[src/rtl/mem_port_arbiter_if.sv]
// rtl/mem_port_arbiter_if.sv - requester/memory bus bundle for mem_port_arbiter
// Ports (slave = arbiter side):
//   req[1:0], we[1:0]     per-port request and write enable (port 0 = icache, port 1 = dcache)
//   addr[2*ADDR_W-1:0]    per-port byte base address, port i at [i*ADDR_W +: ADDR_W]
//   len[3:0]              per-port length, port i at [2i+1:2i], bytes = len+1
//   wdata[63:0]           per-port write data, port i at [32i +: 32], little-endian bytes
//   gnt[1:0], done[1:0]   one-cycle grant / completion pulses
//   rdata[31:0]           assembled read data of the last completed read
//   mem_a, mem_dout, mem_wr, mem_din   byte-wide external memory bus
interface mem_port_arbiter_if #(
  parameter int ADDR_W = 32
);
  logic [1:0]          req;
  logic [1:0]          we;
  logic [2*ADDR_W-1:0] addr;
  logic [3:0]          len;
  logic [63:0]         wdata;
  logic [1:0]          gnt;
  logic [1:0]          done;
  logic [31:0]         rdata;
  logic [ADDR_W-1:0]   mem_a;
  logic [7:0]          mem_dout;
  logic                mem_wr;
  logic [7:0]          mem_din;

  modport slave (
    input  req, we, addr, len, wdata, mem_din,
    output gnt, done, rdata, mem_a, mem_dout, mem_wr
  );

  modport master (
    output req, we, addr, len, wdata, mem_din,
    input  gnt, done, rdata, mem_a, mem_dout, mem_wr
  );
endinterface

[src/rtl/mem_port_arbiter.sv]
// rtl/mem_port_arbiter.sv - shares one byte-wide memory bus between icache (port 0) and dcache (port 1)
// Ports:
//   clk  rising-edge clock
//   rst  asynchronous active-high reset; aborts any transfer in flight
//   bus  mem_port_arbiter_if.slave (requests, grant/done pulses, rdata, memory bus)
// Parameters: ADDR_W address width, RD_LAT memory read latency (1..3)
// Optional: define MEM_ARB_RR_EN for round-robin tie breaking; otherwise port 1 wins ties.
module mem_port_arbiter #(
  parameter int ADDR_W = 32,
  parameter int RD_LAT = 1
) (
  input  logic               clk,
  input  logic               rst,
  mem_port_arbiter_if.slave  bus
);

  typedef enum logic [1:0] {IDLE, ADDR, DRAIN, DONE} state_t;

  state_t              state_q, state_d;
  logic                id_q, id_d;
  logic                we_q, we_d;
  logic [ADDR_W-1:0]   addr_q, addr_d;
  logic [1:0]          len_q, len_d;
  logic [31:0]         wdata_q, wdata_d;
  logic [1:0]          k_q, k_d;
  logic                last_q, last_d;
  logic [31:0]         rdata_q, rdata_d;
  // Read-return pipeline: one slot per cycle of memory latency, carrying
  // a valid bit and the byte index whose data arrives when it exits.
  logic [RD_LAT-1:0]   pv_q, pv_d;
  logic [2*RD_LAT-1:0] pidx_q, pidx_d;

  logic                win;
  logic                cap;
  logic [1:0]          cap_idx;

  assign cap     = pv_q[RD_LAT-1];
  assign cap_idx = pidx_q[2*(RD_LAT-1) +: 2];

  always_comb begin
    state_d = state_q;
    id_d    = id_q;
    we_d    = we_q;
    addr_d  = addr_q;
    len_d   = len_q;
    wdata_d = wdata_q;
    k_d     = k_q;
    last_d  = last_q;
    rdata_d = rdata_q;
    pv_d    = '0;
    pidx_d  = '0;

`ifdef MEM_ARB_RR_EN
    win = (bus.req == 2'b11) ? ~last_q : bus.req[1];
`else
    win = bus.req[1];
`endif

    for (int i = 1; i < RD_LAT; i++) begin
      pv_d[i]          = pv_q[i-1];
      pidx_d[2*i +: 2] = pidx_q[2*(i-1) +: 2];
    end
    pidx_d[1:0] = k_q;

    if (cap) begin
      rdata_d[8*cap_idx +: 8] = bus.mem_din;
    end

    case (state_q)
      IDLE: begin
        if (bus.req != 2'b00) begin
          state_d = ADDR;
          id_d    = win;
          last_d  = win;
          we_d    = win ? bus.we[1] : bus.we[0];
          addr_d  = win ? bus.addr[2*ADDR_W-1:ADDR_W] : bus.addr[ADDR_W-1:0];
          len_d   = win ? bus.len[3:2] : bus.len[1:0];
          wdata_d = win ? bus.wdata[63:32] : bus.wdata[31:0];
          k_d     = 2'd0;
          rdata_d = '0;
        end
      end
      ADDR: begin
        pv_d[0] = ~we_q;
        if (k_q == len_q) begin
          state_d = we_q ? DONE : DRAIN;
        end else begin
          k_d = k_q + 2'd1;
        end
      end
      DRAIN: begin
        // The last byte leaves the pipeline exactly RD_LAT cycles after its address.
        if (cap && (cap_idx == len_q)) begin
          state_d = DONE;
        end
      end
      DONE: begin
        state_d = IDLE;
      end
      default: begin
        state_d = IDLE;
      end
    endcase
  end

  always_ff @(posedge clk or posedge rst) begin
    if (rst) begin
      state_q <= IDLE;
      id_q    <= 1'b0;
      we_q    <= 1'b0;
      addr_q  <= '0;
      len_q   <= 2'd0;
      wdata_q <= '0;
      k_q     <= 2'd0;
      last_q  <= 1'b1;
      rdata_q <= '0;
      pv_q    <= '0;
      pidx_q  <= '0;
    end else begin
      state_q <= state_d;
      id_q    <= id_d;
      we_q    <= we_d;
      addr_q  <= addr_d;
      len_q   <= len_d;
      wdata_q <= wdata_d;
      k_q     <= k_d;
      last_q  <= last_d;
      rdata_q <= rdata_d;
      pv_q    <= pv_d;
      pidx_q  <= pidx_d;
    end
  end

  // Outputs decode straight from state so reset removes mem_wr without waiting for a clock.
  // mem_a keeps addr+k after the last byte, which holds it through DRAIN and DONE.
  assign bus.gnt      = ((state_q == ADDR) && (k_q == 2'd0)) ? (id_q ? 2'b10 : 2'b01) : 2'b00;
  assign bus.done     = (state_q == DONE) ? (id_q ? 2'b10 : 2'b01) : 2'b00;
  assign bus.rdata    = rdata_q;
  assign bus.mem_a    = addr_q + ADDR_W'(k_q);
  assign bus.mem_wr   = (state_q == ADDR) && we_q;
  assign bus.mem_dout = bus.mem_wr ? wdata_q[8*k_q +: 8] : 8'h00;

endmodule

[src/flat_wrapper.sv]
// flat-port wrapper written by rule: the top's interface ports become plain ports
module mem_port_arbiter_flat 
#(
  parameter int ADDR_W = 32,
  parameter int RD_LAT = 1
)
  (clk, rst, bus_req, bus_we, bus_addr, bus_len, bus_wdata, bus_mem_din, bus_gnt, bus_done, bus_rdata, bus_mem_a, bus_mem_dout, bus_mem_wr);
  mem_port_arbiter_if #(.ADDR_W(ADDR_W)) bus_i ();
  input  logic clk;
  input  logic rst;
  input wire logic [$bits(bus_i.req)-1:0] bus_req;
  input wire logic [$bits(bus_i.we)-1:0] bus_we;
  input wire logic [$bits(bus_i.addr)-1:0] bus_addr;
  input wire logic [$bits(bus_i.len)-1:0] bus_len;
  input wire logic [$bits(bus_i.wdata)-1:0] bus_wdata;
  input wire logic [$bits(bus_i.mem_din)-1:0] bus_mem_din;
  output wire logic [$bits(bus_i.gnt)-1:0] bus_gnt;
  output wire logic [$bits(bus_i.done)-1:0] bus_done;
  output wire logic [$bits(bus_i.rdata)-1:0] bus_rdata;
  output wire logic [$bits(bus_i.mem_a)-1:0] bus_mem_a;
  output wire logic [$bits(bus_i.mem_dout)-1:0] bus_mem_dout;
  output wire logic [$bits(bus_i.mem_wr)-1:0] bus_mem_wr;
  assign bus_i.req = bus_req;
  assign bus_i.we = bus_we;
  assign bus_i.addr = bus_addr;
  assign bus_i.len = bus_len;
  assign bus_i.wdata = bus_wdata;
  assign bus_i.mem_din = bus_mem_din;
  assign bus_gnt = bus_i.gnt;
  assign bus_done = bus_i.done;
  assign bus_rdata = bus_i.rdata;
  assign bus_mem_a = bus_i.mem_a;
  assign bus_mem_dout = bus_i.mem_dout;
  assign bus_mem_wr = bus_i.mem_wr;
  mem_port_arbiter #(.ADDR_W(ADDR_W), .RD_LAT(RD_LAT)) u_core (.clk(clk), .rst(rst), .bus(bus_i));
endmodule
[config.mk]
export PLATFORM = sky130hd
export DESIGN_NAME = mem_port_arbiter_flat
export DESIGN_NICKNAME = d
export VERILOG_FILES = /design/src/rtl/mem_port_arbiter_if.sv /design/src/rtl/mem_port_arbiter.sv /design/src/flat_wrapper.sv
export SDC_FILE = /design/constraint.sdc
export NUM_CORES = 1
export LEC_CHECK = 0
export ABC_CLOCK_PERIOD_IN_PS = 5300
export BUFFER_PORTS_ARGS = -buffer_cell sky130_fd_sc_hd__buf_4
export CAP_MARGIN = 0
export CORE_MARGIN = 5
export CORE_UTILIZATION = 50
export CTS_BUF_LIST = sky130_fd_sc_hd__clkbuf_2 sky130_fd_sc_hd__clkbuf_4 sky130_fd_sc_hd__clkbuf_8
export DETAILED_ROUTE_END_ITERATION = 10
export PLACE_DENSITY_LB_ADDON = 0.08
export SYNTH_ARGS = -nofsm -noshare
export SYNTH_HDL_FRONTEND = slang
export SYNTH_SLANG_ARGS = --single-unit
[constraint.sdc]
create_clock -name clk -period 5.3 [get_ports clk]
set_input_delay 1.59 -clock clk [delete_from_list [all_inputs] [get_ports clk]]
set_output_delay 1.59 -clock clk [all_outputs]
set_load 0.02 [all_outputs]
* Yosys cells after proc, flatten, opt, wreduce, memory -nomap -nowiden
Index checks and enable logic that the tools add are counted.
Operators by class: multiply operators 0, equality and inequality tests 9, magnitude comparators 0, bitwise operators 1, multiplexer cells 21, shifts and indexed selects 3, reduce and logical (&&, ||, !) cells 10, add/subtract/negate cells 3, div/mod/pow operators 0
Operator list (number):
- $mux W32 | 5
- $neg A5 Y34 | 1
- $shift A8 B34 Y32 const A | 1
- $shiftx A8 B34 Y32 | 1
- $add A32 B2 Y32 | 1
- $bwmux W32 | 1
- $shiftx A32 B6 Y8 | 1
- $mux W2 | 9
- $mux W8 | 1
- $pmux W2 S4 | 1
- $ne A2 B1 Y1 const B | 3
- $reduce_and A3 Y1 | 2
- $eq A2 B2 Y1 | 2
- $eq A2 B2 Y1 const B | 2
- $logic_not A2 Y1 | 2
- $pmux W2 S2 | 1
- $reduce_bool A2 Y1 | 2
- $logic_and A1 B1 Y1 | 3
- $mux W1 | 3
- $add A2 B1 Y2 const B | 1
- $eq A2 B1 Y1 const B | 1
- $ne A2 B2 Y1 const B | 1
- $reduce_and A2 Y1 | 1
- $not A1 Y1 | 1
Storage, ports and cells: output and inout bits 77, memories 0, logic and storage cells 57, bits in latches 0, register bits 107, RAM bits 0, input bits 146, bits in read-only memories 0

* Depth between registers and ports, before layout
depth in word-level cells 6, mapped depth 7, gate-level depth less buffers 7

* Worst setup path after synthesis
No wires, ideal clock.
path kind flip-flop to output port, start register u_core.k_q[1], end output port bus_mem_a[20], data arrival time 2.441 ns, path buffers 1, setup slack 1.269 ns, cell stages (with the launch flop) 8, required time 3.710 ns, cells stage by stage dfrtp_1 -> clkbuf_1 -> inv_1 -> fa_1 -> and4b_1 -> nand4_4 -> nor3_1 -> xor2_1
On the way: longest elaborated chain between the ends 1
RTL lines:
- from (decl) | line mem_port_arbiter.sv:25 | logic [1:0] k_q, k_d;
- from (signal assigned) | line mem_port_arbiter.sv:126 | k_q <= k_d;
- $add A32 B2 Y32 | line mem_port_arbiter.sv:139 | assign bus.mem_a = addr_q + ADDR_W'(k_q);
- to (decl) | line flat_wrapper.sv:20 | output wire logic [$bits(bus_i.mem_a)-1:0] bus_mem_a;
Every way passes these cells.

* Final worst setup path
Same ends and word-level chain as after synthesis.

==> out/metrics.csv <==
stage,metric,value,unit
run_status,outcome,"finished, final reports clean",
routing,first_pass_iters,4,
timing,setup_viol,0,
clocking,path_clk_slew,100,ps
worst_setup_path,cp_data_arrival_time,2980,ps
routing,drt_wl_total,14900,µm
clocking,cts-resized-gates,0,
global_routing,antenna_found_initial,0,
worst_setup_path,timing.rr.end,u_core.bus.rdata[14],
routing,route.antenna.remaining_nets,0,
timing,slew_headroom,14.3,%
yosys,synth.avg_cell_area,10.2,µm²
yosys,synth_edf_count,0,
min_path,hold_depth,1,
place,place_hpwl,11300,µm
die,rows,39,
timing,min_period,4570,ps
global_routing,grt_pass1_wl,24900,µm
die,io_pins,223,
yosys,synth_cells,573,
global_routing,grt_max_degree,86,
timing,max_freq,0.219,GHz
clocking,clock-root-buffer,clkbuf_8,
finish,fillCellCount,920,
die,die-height,118,µm
run,drv_cap,0,
global_routing,grt_pass1_vias,5148,
timing,rsz0062_at_grt,no,
worst_setup_path,regToRegSetupSlack,2960,ps
worst_setup_path,critical_path_class,flop to output pin,
min_path,worstHoldStart,u_core.we_q,
routing,routedWlPerCell,16.0,µm
clocking,clk_latency,360,ps
finish,final-instance-count-excl-fill,929,
yosys,postSynth.asyncResetShare,100,%
pwr,power.density,475,nW/µm²
clocking,cts_buffers,9,
worst_setup_path,startpoint_type,flop,
die,start_util,51.0,%
global_routing,grt_remaining_overflow,0,
finish,fin_nets,940,
place,gp_congestion,0.847,
clocking,cts_setup_buffers,0,
clocking,cts_tree,done,
finish,drive_gt1_share,34.1,%
worst_setup_path,path_max_fanout,13,
die,core_area,11500,µm²
routing,via_per_inst,5.30,
min_path,hold_class,flop to flop,
worst_setup_path,reg2regPathDepth,6,
timing,drv_slew,0,
yosys,yosys_warnings,0,
timing,finalHoldViolCount,0,
die,die_x,118,µm
yosys,ys_seq_area_share,45.7,%
global_routing,grt_use_total,21.2,%
routing,vias,4923,
clocking,cts_buffer_depth,2,
finish,antenna_cells,0,
worst_setup_path,cp-end-kind,output pin,
yosys,syn_area,5850,µm²
clocking,ctsHoldBuffers,0,
finish,syn2layout_area_growth,33.5,%
worst_setup_path,rr_startpoint,u_core.cap_idx[0],
yosys,synth-seq-cells,107,
place,dp_cells,913,
yosys,synth_ff_type,dfrtp_1,
routing,drc,0,
yosys,synth_cell_type_count,41,
timing,finClkSkew,10.1,ps
routing,drt_iter0_drc,344,
die,dieArea,14000,µm²
timing,fin_crit_sh,86.2,%
min_path,min_to,u_core.cap,
timing,finalSetupTns,0,ps
yosys,synth_nets,732,
timing,worst_pin_slew,1280,ps
pwr,vdd_drop_max,0.278,mV
place,io_buffers,222,
worst_setup_path,required,3710,ps
clocking,h-tree-depth,3,
clocking,clkSinkCount,107,
pwr,p_leak,3.99,nW
through the flow:
step | util [%] | power, mW | hold slack (ps) | cell area (µm²) | worst slack [ps]
after floorplan | - | 2.56 | 415 | 5850 | 893
after global placement | 66.3 | 3.14 | 453 | 7610 | 1190
after detailed placement | 66.3 | 3.22 | 457 | 7610 | 1130
after CTS | 68.2 | 3.74 | 475 | 7820 | 702
after global routing | 68.2 | 4.00 | 490 | 7820 | 483
final | 68.2 | 3.71 | 479 | 7820 | 730
cell families after synthesis:
| kind of cell | Yosys count | synth area share (%) |
|---|---|---|
| multiplexers | 76 | 14.7 |
| XOR/XNOR | 34 | 5.09 |
| buffers and inverters | 47 | 3.53 |
| flip-flops | 107 | 45.7 |
| adder cells (fa/ha/maj) | 13 | 2.91 |
| AO/OA/AOI/OAI | 111 | 11.5 |
| AND/OR/NAND/NOR | 185 | 16.5 |
final cells by class:
| cell class | count | area (µm²) | share of cell area (%) |
|---|---|---|---|
| multi-input combinational | 419 | 2980 | 38.1 |
| sequential | 107 | 2680 | 34.3 |
| timing repair buffer | 227 | 1700 | 21.8 |
| tap | 143 | 179 | 2.29 |
| clock buffer | 10 | 138 | 1.76 |
| clock inverter | 6 | 71.3 | 0.913 |
| inverter | 17 | 66.3 | 0.849 |
registers in the layout (all words and copies together) (netlist names), 2 cells and up:
| name | cells |
|---|---|
| u_core.addr_q | 32 |
| u_core.bus.rdata | 32 |
| u_core.cap_idx | 2 |
| u_core.k_q | 2 |
| u_core.len_q | 2 |
| u_core.state_q | 2 |
| u_core.wdata_q | 32 |
per-layer routing:
layer	global-route usage, %	up-vias	routed length (µm)	part of all wire [%]
met5	0	-	0	0
met4	5.95	0	179	1.2
met3	6.21	12	1070	7.2
met2	35.1	173	7370	50
met1	27.3	2312	6220	42
li1	-	2426	-	-
synth_stat cells, types with 2 or more instances:
master    instances  share of area, %
a21o_1            2              0.26
nor2_1           45               2.9
ha_1             12               2.6
o21a_1            2              0.26
nor4_2            3              0.64
and4_1            4              0.60
a22oi_1          32               4.1
nand2_1          86               5.5
nor4_4            2              0.73
nor4b_4           2              0.81
nand4_4           3               1.1
dfrtp_1         107                46
and3_1            5              0.53
nand3_1           5              0.43
and2_1           10               1.1
mux2i_1          67                11
xor2_1           18               2.7
nand4_1           4              0.43
buf_2            15               1.3
nor2b_1           2              0.21
nor3_1            9              0.77
mux4_2            8               3.1
o21ai_0          68               5.8
clkbuf_1         12              0.77
buf_4             3              0.38
inv_1            17               1.1
xnor2_1          16               2.4
critical path, cell delays in order (launching register included):
cell and delay, ps:
dfrtp_1 690, inv_1 170, fa_1 500, and4b_1 410
nand4_4 230, nor3_1 270, xor2_1 190, buf_4 170
how the worst max path moves through the flow:
stage	start	end	slack, ps	cells after the start
after floorplan	rst	u_core.addr_q[0]	890	1
after global placement	u_core.k_q[1]	bus_mem_a[20]	1190	7
after detailed placement	u_core.k_q[1]	bus_mem_a[22]	1130	7
after CTS	u_core.k_q[1]	bus_mem_a[22]	700	7
after global routing	u_core.k_q[1]	bus_mem_a[26]	480	7
final	u_core.k_q[1]	bus_mem_a[20]	730	7
report_power, final:
part / leakage (nW) / switching, mW / internal, mW
Clock: 0.0995 / 0.280 / 0.236
Combinational: 2.52 / 0.971 / 0.779
Sequential: 1.37 / 0.313 / 1.13
cells in the final DEF, fill, tap and decap left out, types with 2 or more instances in the layout:
cell / count
a21o_1: 2
a22oi_1: 32
and2_1: 10
and3_1: 5
and4_1: 4
buf_4: 227
clkbuf_8: 10
clkinvlp_4: 2
dfrtp_1: 107
ha_1: 12
inv_1: 16
inv_6: 2
mux2i_1: 67
mux4_2: 8
nand2_1: 86
nand3_1: 5
nand4_1: 4
nand4_4: 3
nor2_1: 44
nor2b_1: 2
nor3_1: 9
nor4_2: 3
nor4_4: 2
nor4b_4: 2
o21a_1: 2
o21ai_0: 68
xnor2_1: 16
xor2_1: 18
Note: power is estimated with default switching activity, not from simulation.
